<file path="config.mk">
export PLATFORM = sky130hd
export DESIGN_NAME = dmux8_dispatch_ctrl
export DESIGN_NICKNAME = d
export VERILOG_FILES = /design/src/rtl/dmux8_dispatch_ctrl_pkg.sv /design/src/rtl/dmux8_1to4b.sv /design/src/rtl/dmux8_dispatch_ctrl.sv
export SDC_FILE = /design/constraint.sdc
export NUM_CORES = 1
export LEC_CHECK = 0
export BUFFER_PORTS_ARGS = -buffer_cell sky130_fd_sc_hd__buf_2
export CORE_AREA = 2 2 63 65
export DETAILED_ROUTE_END_ITERATION = 12
export DIE_AREA = 0 0 65 67
export PLACE_DENSITY = 0.75
export SYNTH_ARGS = -nofsm -noshare
export SYNTH_HDL_FRONTEND = slang
export SYNTH_HIERARCHICAL = 1
export SYNTH_SLANG_ARGS = --single-unit
</file>
<file path="constraint.sdc">
create_clock -name clk -period 2.8 [get_ports clk]
set_input_delay 0.56 -clock clk [delete_from_list [all_inputs] [get_ports clk]]
set_output_delay 0.56 -clock clk [all_outputs]
set_load 0.02 [all_outputs]
</file>
<file path="src/rtl/dmux8_dispatch_ctrl_pkg.sv">
// Shared channel constants and types for the round-robin byte dispatcher.
// Channel indices match the bit positions of en_mask/out_valid/out_ready.
package dmux8_dispatch_ctrl_pkg;

    localparam int unsigned DMUX_CH_W = 0;
    localparam int unsigned DMUX_CH_X = 1;
    localparam int unsigned DMUX_CH_Y = 2;
    localparam int unsigned DMUX_CH_Z = 3;
    localparam int unsigned DMUX_NCH  = 4;

    typedef enum logic [1:0] {
        CH_W = 2'd0,
        CH_X = 2'd1,
        CH_Y = 2'd2,
        CH_Z = 2'd3
    } dmux_ch_e;

endpackage

</file>
<file path="src/rtl/dmux8_1to4b.sv">
// 8-bit 1-to-4 demultiplexer: A appears on the output chosen by Sel, others read 0.
import dmux8_dispatch_ctrl_pkg::*;

module dmux8_1to4b (
    output logic [7:0] W,
    output logic [7:0] X,
    output logic [7:0] Y,
    output logic [7:0] Z,
    input  logic [7:0] A,
    input  logic [1:0] Sel
);

    always_comb begin
        W = '0;
        X = '0;
        Y = '0;
        Z = '0;
        case (dmux_ch_e'(Sel))
            CH_W:    W = A;
            CH_X:    X = A;
            CH_Y:    Y = A;
            default: Z = A;
        endcase
    end

endmodule

</file>
<file path="src/rtl/dmux8_dispatch_ctrl.sv">
// Round-robin dispatcher: one-entry byte buffer shared among four sinks via a demux,
// with a per-byte stall timeout that drops bytes a dead sink never accepts.
import dmux8_dispatch_ctrl_pkg::*;

module dmux8_dispatch_ctrl #(
    parameter int unsigned STALL_MAX = 16,
    parameter int unsigned CNT_W     = 8
) (
    input  logic             clk,
    input  logic             rst,
    input  logic             in_valid,
    output logic             in_ready,
    input  logic [7:0]       in_data,
    input  logic [3:0]       en_mask,
    output logic [3:0]       out_valid,
    input  logic [3:0]       out_ready,
    output logic [7:0]       W,
    output logic [7:0]       X,
    output logic [7:0]       Y,
    output logic [7:0]       Z,
    output logic [1:0]       sel,
    output logic             drop,
    output logic [CNT_W-1:0] drop_cnt
);

    // Counter only needs to reach STALL_MAX-1; the timeout fires on that value.
    localparam int unsigned SW = (STALL_MAX > 1) ? $clog2(STALL_MAX) : 1;
    localparam logic [SW-1:0] STALL_LAST = SW'((STALL_MAX > 0) ? (STALL_MAX - 1) : 0);

    logic             r_full;
    logic [7:0]       r_data;
    logic [1:0]       r_tgt;
    logic [1:0]       r_last;
    logic [SW-1:0]    r_stall_cnt;
    logic             r_drop;
    logic [CNT_W-1:0] r_drop_cnt;

    logic             w_fire_out;
    logic             w_fire_in;
    logic             w_in_ready;
    logic             w_stalled;
    logic             w_timeout;
    logic [1:0]       w_rr_last;
    logic [1:0]       w_new_tgt;

    // First enabled channel in order last+1, last+2, last+3, last.
    function automatic logic [1:0] next_tgt(input logic [1:0] last, input logic [3:0] en);
        logic [1:0] c;
        next_tgt = last;
        for (int unsigned k = DMUX_NCH; k >= 1; k--) begin
            c = last + 2'(k);
            if (en[c]) next_tgt = c;
        end
    endfunction

    assign w_fire_out = r_full & out_ready[r_tgt];
    assign w_in_ready = (en_mask != '0) & (~r_full | w_fire_out) & ~r_drop;
    assign w_fire_in  = in_valid & w_in_ready;
    assign w_stalled  = r_full & ~out_ready[r_tgt];
    assign w_timeout  = (STALL_MAX != 0) && w_stalled && (r_stall_cnt == STALL_LAST);

    // A byte loaded in the same cycle as a delivery sees the channel just served.
    assign w_rr_last  = w_fire_out ? r_tgt : r_last;
    assign w_new_tgt  = next_tgt(w_rr_last, en_mask);

    always_ff @(posedge clk) begin
        if (rst) begin
            r_full      <= 1'b0;
            r_data      <= '0;
            r_tgt       <= '0;
            r_last      <= 2'd3;
            r_stall_cnt <= '0;
            r_drop      <= 1'b0;
            r_drop_cnt  <= '0;
        end else begin
            r_drop <= w_timeout;

            // Data is cleared when the buffer empties so the demux outputs read 0.
            if (w_fire_in) begin
                r_full <= 1'b1;
                r_data <= in_data;
                r_tgt  <= w_new_tgt;
            end else if (w_fire_out || w_timeout) begin
                r_full <= 1'b0;
                r_data <= '0;
            end

            if (w_fire_out || w_timeout)
                r_last <= r_tgt;

            if (w_fire_in || w_fire_out || w_timeout)
                r_stall_cnt <= '0;
            else if (w_stalled && (STALL_MAX != 0))
                r_stall_cnt <= r_stall_cnt + 1'b1;

            if (w_timeout && (r_drop_cnt != '1))
                r_drop_cnt <= r_drop_cnt + 1'b1;
        end
    end

    dmux8_1to4b u_dmux (
        .W   (W),
        .X   (X),
        .Y   (Y),
        .Z   (Z),
        .A   (r_data),
        .Sel (r_tgt)
    );

    assign in_ready  = w_in_ready;
    assign out_valid = r_full ? (4'b0001 << r_tgt) : 4'b0000;
    assign sel       = r_tgt;
    assign drop      = r_drop;
    assign drop_cnt  = r_drop_cnt;

endmodule

</file>
# ---- Word-level counts from Yosys, hierarchy flattened
# Index checks and enable logic that the tools add are counted.
dict set report op_classes {
  add_sub_neg 5
  order_cmp 4
  eq_ne 4
  n_shift 1
  mux 21
  bitwise_logic 9
  reduce_logical 10
}
# operator n
set op_table {}
lappend op_table {{2-to-1 mux 8 bit} 6}
lappend op_table {{less-than comparator 2 x 3 -> 1 bit (second input constant)} 4}
lappend op_table {{adder 8 x 1 -> 8 bit (second input constant)} 1}
lappend op_table {{binary-select mux 1 bit (select 2 bit)} 4}
lappend op_table {{2-to-1 mux 2 bit} 4}
lappend op_table {{inequality test 8 bit (second input constant)} 1}
lappend op_table {{2-to-1 mux 1 bit} 6}
lappend op_table {{AND 1 bit} 5}
lappend op_table {{adder 2 bit (second input constant)} 2}
lappend op_table {{adder 4 x 1 -> 4 bit (second input constant)} 1}
lappend op_table {{== test 4 bit (second input constant)} 1}
lappend op_table {{2-to-1 mux 4 bit} 1}
lappend op_table {{nonzero test 4 bit} 1}
lappend op_table {{left shift 1 x 2 -> 4 bit (first input constant)} 1}
lappend op_table {{logical OR 1 bit} 3}
lappend op_table {{NOT 1 bit} 3}
lappend op_table {{OR reduction 3 bit} 1}
lappend op_table {{adder 2 x 1 -> 2 bit (second input constant)} 1}
lappend op_table {{== test 2 x 1 -> 1 bit (second input constant)} 1}
lappend op_table {{== test 2 bit (second input constant)} 1}
lappend op_table {{logical AND 1 bit} 2}
lappend op_table {{logical NOT 2 bit} 1}
lappend op_table {{nonzero test 2 bit} 1}
lappend op_table {{OR reduction 2 bit} 1}
lappend op_table {{bitwise OR 1 bit} 1}
dict set report word_totals {
  register_bits 26
  inputBits 19
  elab_cells 61
}

# ---- Depth between registers and ports, before layout
dict set report logic_depth {
  word_depth 10
  mapped_depth 7
  ltp_nobuf 6
}

# ---- Modules after synthesis
# Netlist, hierarchy kept.
# mod n_inst cells_per_inst area_each_um2 seq_area_each_um2
set by_module_without_submodules {}
lappend by_module_without_submodules {dmux8_dispatch_ctrl 1 162 1355.0 520.5}
lappend by_module_without_submodules {dmux8_1to4b 1 38 320.3 0.0}

# ---- Worst setup path after synthesis
# OpenSTA, ideal clock, no wires.
dict set report synth_path {
  path_kind {reg-to-reg}
  start {register r_tgt[0], in the netlist sel[0]}
  end {register r_drop_cnt[7], in the netlist drop_cnt[7]}
  setup_time_ps 128
  arrival_time_ps 2238
  slack_ps 435
  path_stages_with_launch 7
  period_less_slack_ps 2365
  path_cell_list {dfxtp_1 > mux4_2 > or3_1 > buf_2 > nor4_1 > xnor2_1 > nor2_1}
}
dict set report synth_between {
  elab_chain_cells 6
}
# element line
set synth_rtl {}
lappend synth_rtl {{start: declaration} dmux8_dispatch_ctrl.sv:32} ;# logic [1:0] r_tgt;
lappend synth_rtl {{start signal: assignment} dmux8_dispatch_ctrl.sv:82} ;# r_tgt <= w_new_tgt;
lappend synth_rtl {{binary-select mux 1 bit (select 2 bit)} dmux8_dispatch_ctrl.sv:59} ;# assign w_stalled = r_full & ~out_ready[r_tgt];
lappend synth_rtl {{2-to-1 mux 1 bit (not written as such)} dmux8_dispatch_ctrl.sv:59}
lappend synth_rtl {{NOT 1 bit} dmux8_dispatch_ctrl.sv:59}
lappend synth_rtl {{AND 1 bit} dmux8_dispatch_ctrl.sv:59}
lappend synth_rtl {{logical AND 1 bit} dmux8_dispatch_ctrl.sv:60} ;# assign w_timeout = (STALL_MAX != 0) && w_stalled && (r_stall_cnt == STALL_LAST);
lappend synth_rtl {{logical AND 1 bit} dmux8_dispatch_ctrl.sv:96} ;# if (w_timeout && (r_drop_cnt != '1))
lappend synth_rtl {{end signal: assignment} dmux8_dispatch_ctrl.sv:97} ;# r_drop_cnt <= r_drop_cnt + 1'b1;
lappend synth_rtl {{end: declaration} dmux8_dispatch_ctrl.sv:36} ;# logic [CNT_W-1:0] r_drop_cnt;
# No other way between the ends. The select of a mux whose other input is x is not followed.
# A chain may end at the register's enable or synchronous reset.

# ---- Worst setup path after layout
dict set report layout_path {
  start {register r_tgt[0], in the netlist sel[0]}
  end {output port in_ready}
}
dict set report layout_between {
  elab_chain_cells 6
}
# element line
set layout_rtl {}
lappend layout_rtl {{binary-select mux 1 bit (select 2 bit)} dmux8_dispatch_ctrl.sv:56} ;# assign w_fire_out = r_full & out_ready[r_tgt];
lappend layout_rtl {{2-to-1 mux 1 bit (not written as such)} dmux8_dispatch_ctrl.sv:56}
lappend layout_rtl {{AND 1 bit} dmux8_dispatch_ctrl.sv:56}
lappend layout_rtl {{bitwise OR 1 bit} dmux8_dispatch_ctrl.sv:57} ;# assign w_in_ready = (en_mask != '0) & (~r_full | w_fire_out) & ~r_drop;
lappend layout_rtl {{AND 1 bit (2 in series)} dmux8_dispatch_ctrl.sv:57}
lappend layout_rtl {{end: declaration} dmux8_dispatch_ctrl.sv:12} ;# output logic in_ready,
# No other way between the ends. The select of a mux whose other input is x is not followed.

==> impl_metrics.toml <==
[status]
status = "complete, no violations"

[place]
pre_cts_ws_ns = 0.377
numPortBuffers = 66
gp_congestion = 0.845
hpwl_mm = 2.93

[sta]
fin_tns_setup_ns = 0
final_hold_viol_count = 0
slew_violations = 0
min_period_ns = 2.14
setup_viol = 0
setup_ws_ns = 0.662
tightest_slew_ns = 0.720
max_freq_ghz = 0.468
timing.slew.headroom_pct = 51.6
skew_ns = 0.00906
timing.hold.ws_ns = 0.525
rsz0062_at_grt = "false"
fin_crit_sh_pct = 76.3

[final_layout]
antenna_cells = 0
regArea_sq_um = 520
num-fill-cells = 347
fin_nets = 284
final_layout_size_suffix_gt1_share_pct = 30.9
area_delta_synth_final_pct = 24.0
multi_input_area_sq_um = 1040

[setup_path]
endpoint_kind = "output port"
cp.required_ns = 2.24
crit_top_cell = "nor2_1"
slowest_stage = "mux4_2"
arrival_ns = 1.58
rr_startpoint = "sel[0]"
slowest_delay_ns = 0.56
start_kind = "flip-flop"
critical_path_class = "reg2out"
cp-startpoint = "sel[0]"
crit_chain = "mux4_2 -> nor2_1 -> nor2_1 -> buf_2"
worstPathMaxFanout = 4

[global_routing]
grt_max_degree = 42
grt.total_usage_pct = 18.4
antenna_found_initial = 0
grt_pass1_wl_mm = 6.39
grt_overflow = 0
grt_pass1_vias = 1437

[floorplanning]
placementRows = 22
core-area_sq_um = 3610
chipWidth_um = 65
dieArea_sq_um = 4360
initial_core_util_pct = 46.5
die_y_um = 67
ios = 67

[power]
power_mw = 0.947
p_leak_nw = 1.03
vdd_drop_max_uv = 222
p_per_area_nw_per_um2 = 456

[routing]
postRouteAntennaNets = 0
drt_iter0_drc = 64
firstDrtPassIters = 4
drc = 0
vias_per_cell = 5.51
num_vias = 1708
wl_per_cell_um = 12.5
drt-total-wl_mm = 3.87

[clock_tree]
cts_max_level = 1
post_cts_hold_buffer_count = 0
cts_buffers = 3
cts-resized-gates = 0
insertion_delay_ns = 0.27
cts_setup_buffers = 0
cts_buffer_depth = 2
cts_root_buf = "clkbuf_8"
clk_pin_slew_ns = 0.09
cts_tree = "done"
clkSinkCount = 26

[worst_hold_path]
hold_start = "drop_cnt[1]"
hold_path_class = "reg2reg"

[yosys]
syn_inst = 200
synth_warnings = 6
yosys.area.top_type = "dfxtp_1"
syn_avg_cell_area_sq_um = 8.38
synth_top_area_share_pct = 31.1
synth.area.top_cells = "dfxtp_1, and3b_1, nor2_1"
ys_seq_area_share_pct = 31.1
syn_nets = 221
synth_area_sq_um = 1680
ys_ff_latch = 26
ys_types = 45

[job]
cap_violations = 0
[worst max-delay path, delay by kind of cell, from the launching register on]
kind | cells | cell delay [ns]
buf+inv | 1 | 0.16
mux | 1 | 0.56
simple gates | 2 | 0.24
flops | 1 | 0.36
[synth_stat cells (all sizes together)]
master and n:
a221oi 2, a31oi 2, o22ai 1, clkbuf 3
or3 1, nand2b 3, and2 2, o2111ai 1
o221a 1, nor2 28, a311oi 1, o21ai 5
mux4 1, xor2 2, inv 5, or4 1
nand4 2, a311o 1, buf 10, a22oi 8
a21oi 3, mux2i 5, a21boi 1, nor2b 2
nor3b 10, nor4b 1, a221o 1, mux2 2
nand3 4, nor4 2, dfxtp 26, a211o 2
nand2 13, nor3 7, ha 2, o311ai 1
a211oi 2, and3 10, xnor2 7, a2111oi 2
and3b 16, o211ai 1
[metrics by stage]
step	instances	area (sq um)	utilization, %
6_report	310	2080	57.6
5_1_grt	310	2080	57.6
4_1_cts	310	2080	57.6
3_5_place_dp	306	2010	55.6
3_3_place_gp	306	2010	55.6
2_1_floorplan	200	1680	-
[worst paths after layout]
kind	end	slack (ns)	cells past startpoint
setup / recovery	in_ready	0.66	4
hold / removal	drop_cnt[1]	0.52	2
hold reg to reg	drop_cnt[1]	0.52	2
setup reg to reg	drop_cnt[5]	0.68	5
[layout by cell type (no fill, tap or decap), types with 2 or more instances in the layout]
master,instances
a2111oi_0,2
a211o_1,2
a211oi_1,2
a21oi_1,3
a221oi_1,2
a22oi_1,8
a31oi_1,2
and2_1,2
and3_1,10
and3b_1,14
and3b_2,2
buf_2,66
buf_4,5
clkbuf_8,3
dfxtp_1,26
ha_1,2
inv_1,5
mux2_2,2
mux2i_1,5
nand2_1,13
nand2b_1,3
nand3_1,4
nand4_1,2
nor2_1,28
nor2b_1,2
nor3_1,7
nor3b_1,10
nor4_1,2
o21ai_0,5
xnor2_1,7
xor2_1,2
[metal layers]
| layer | GRT usage (%) | vias up | wire length (um) |
|---|---|---|---|
| met5 | 0 | - | 0 |
| met4 | 5.32 | 0 | 44 |
| met3 | 2.53 | 10 | 339 |
| met2 | 31.7 | 73 | 1720 |
| met1 | 24.0 | 767 | 1770 |
| li1 | - | 858 | - |
[report_power, final]
group	internal (mW)	total, mW	switching (mW)
clock	0.191	0.311	0.119
combinational	0.0920	0.233	0.141
sequential	0.386	0.404	0.0183
[final cells by class]
type,count,share of cell area [%]
inverter,5,0.904
clock buffer,3,1.99
clock inverter,1,1.45
timing repair buffer,71,17.7
sequential,26,25.1
tap,48,2.89
multi-input combinational,156,50.0
[cells by family (layout without fill, tap and decap cells)]
logic type | after synthesis | after routing | synth area share [%]
compound gates | 35 | 35 | 15.5
xor+xnor | 9 | 9 | 4.71
fa+ha+maj | 2 | 2 | 1.49
buf+inv | 18 | 80 | 6.94
flops | 26 | 26 | 31.1
mux | 8 | 8 | 5.68
simple gates | 102 | 102 | 34.7
[registers in the layout (all words and copies together), names as in the netlist]
signal / cells
r_full: 1
drop_cnt: 8
r_data: 8
r_last: 2
sel: 2
drop: 1
r_stall_cnt: 4
Note: power is estimated with default switching activity, not from simulation.
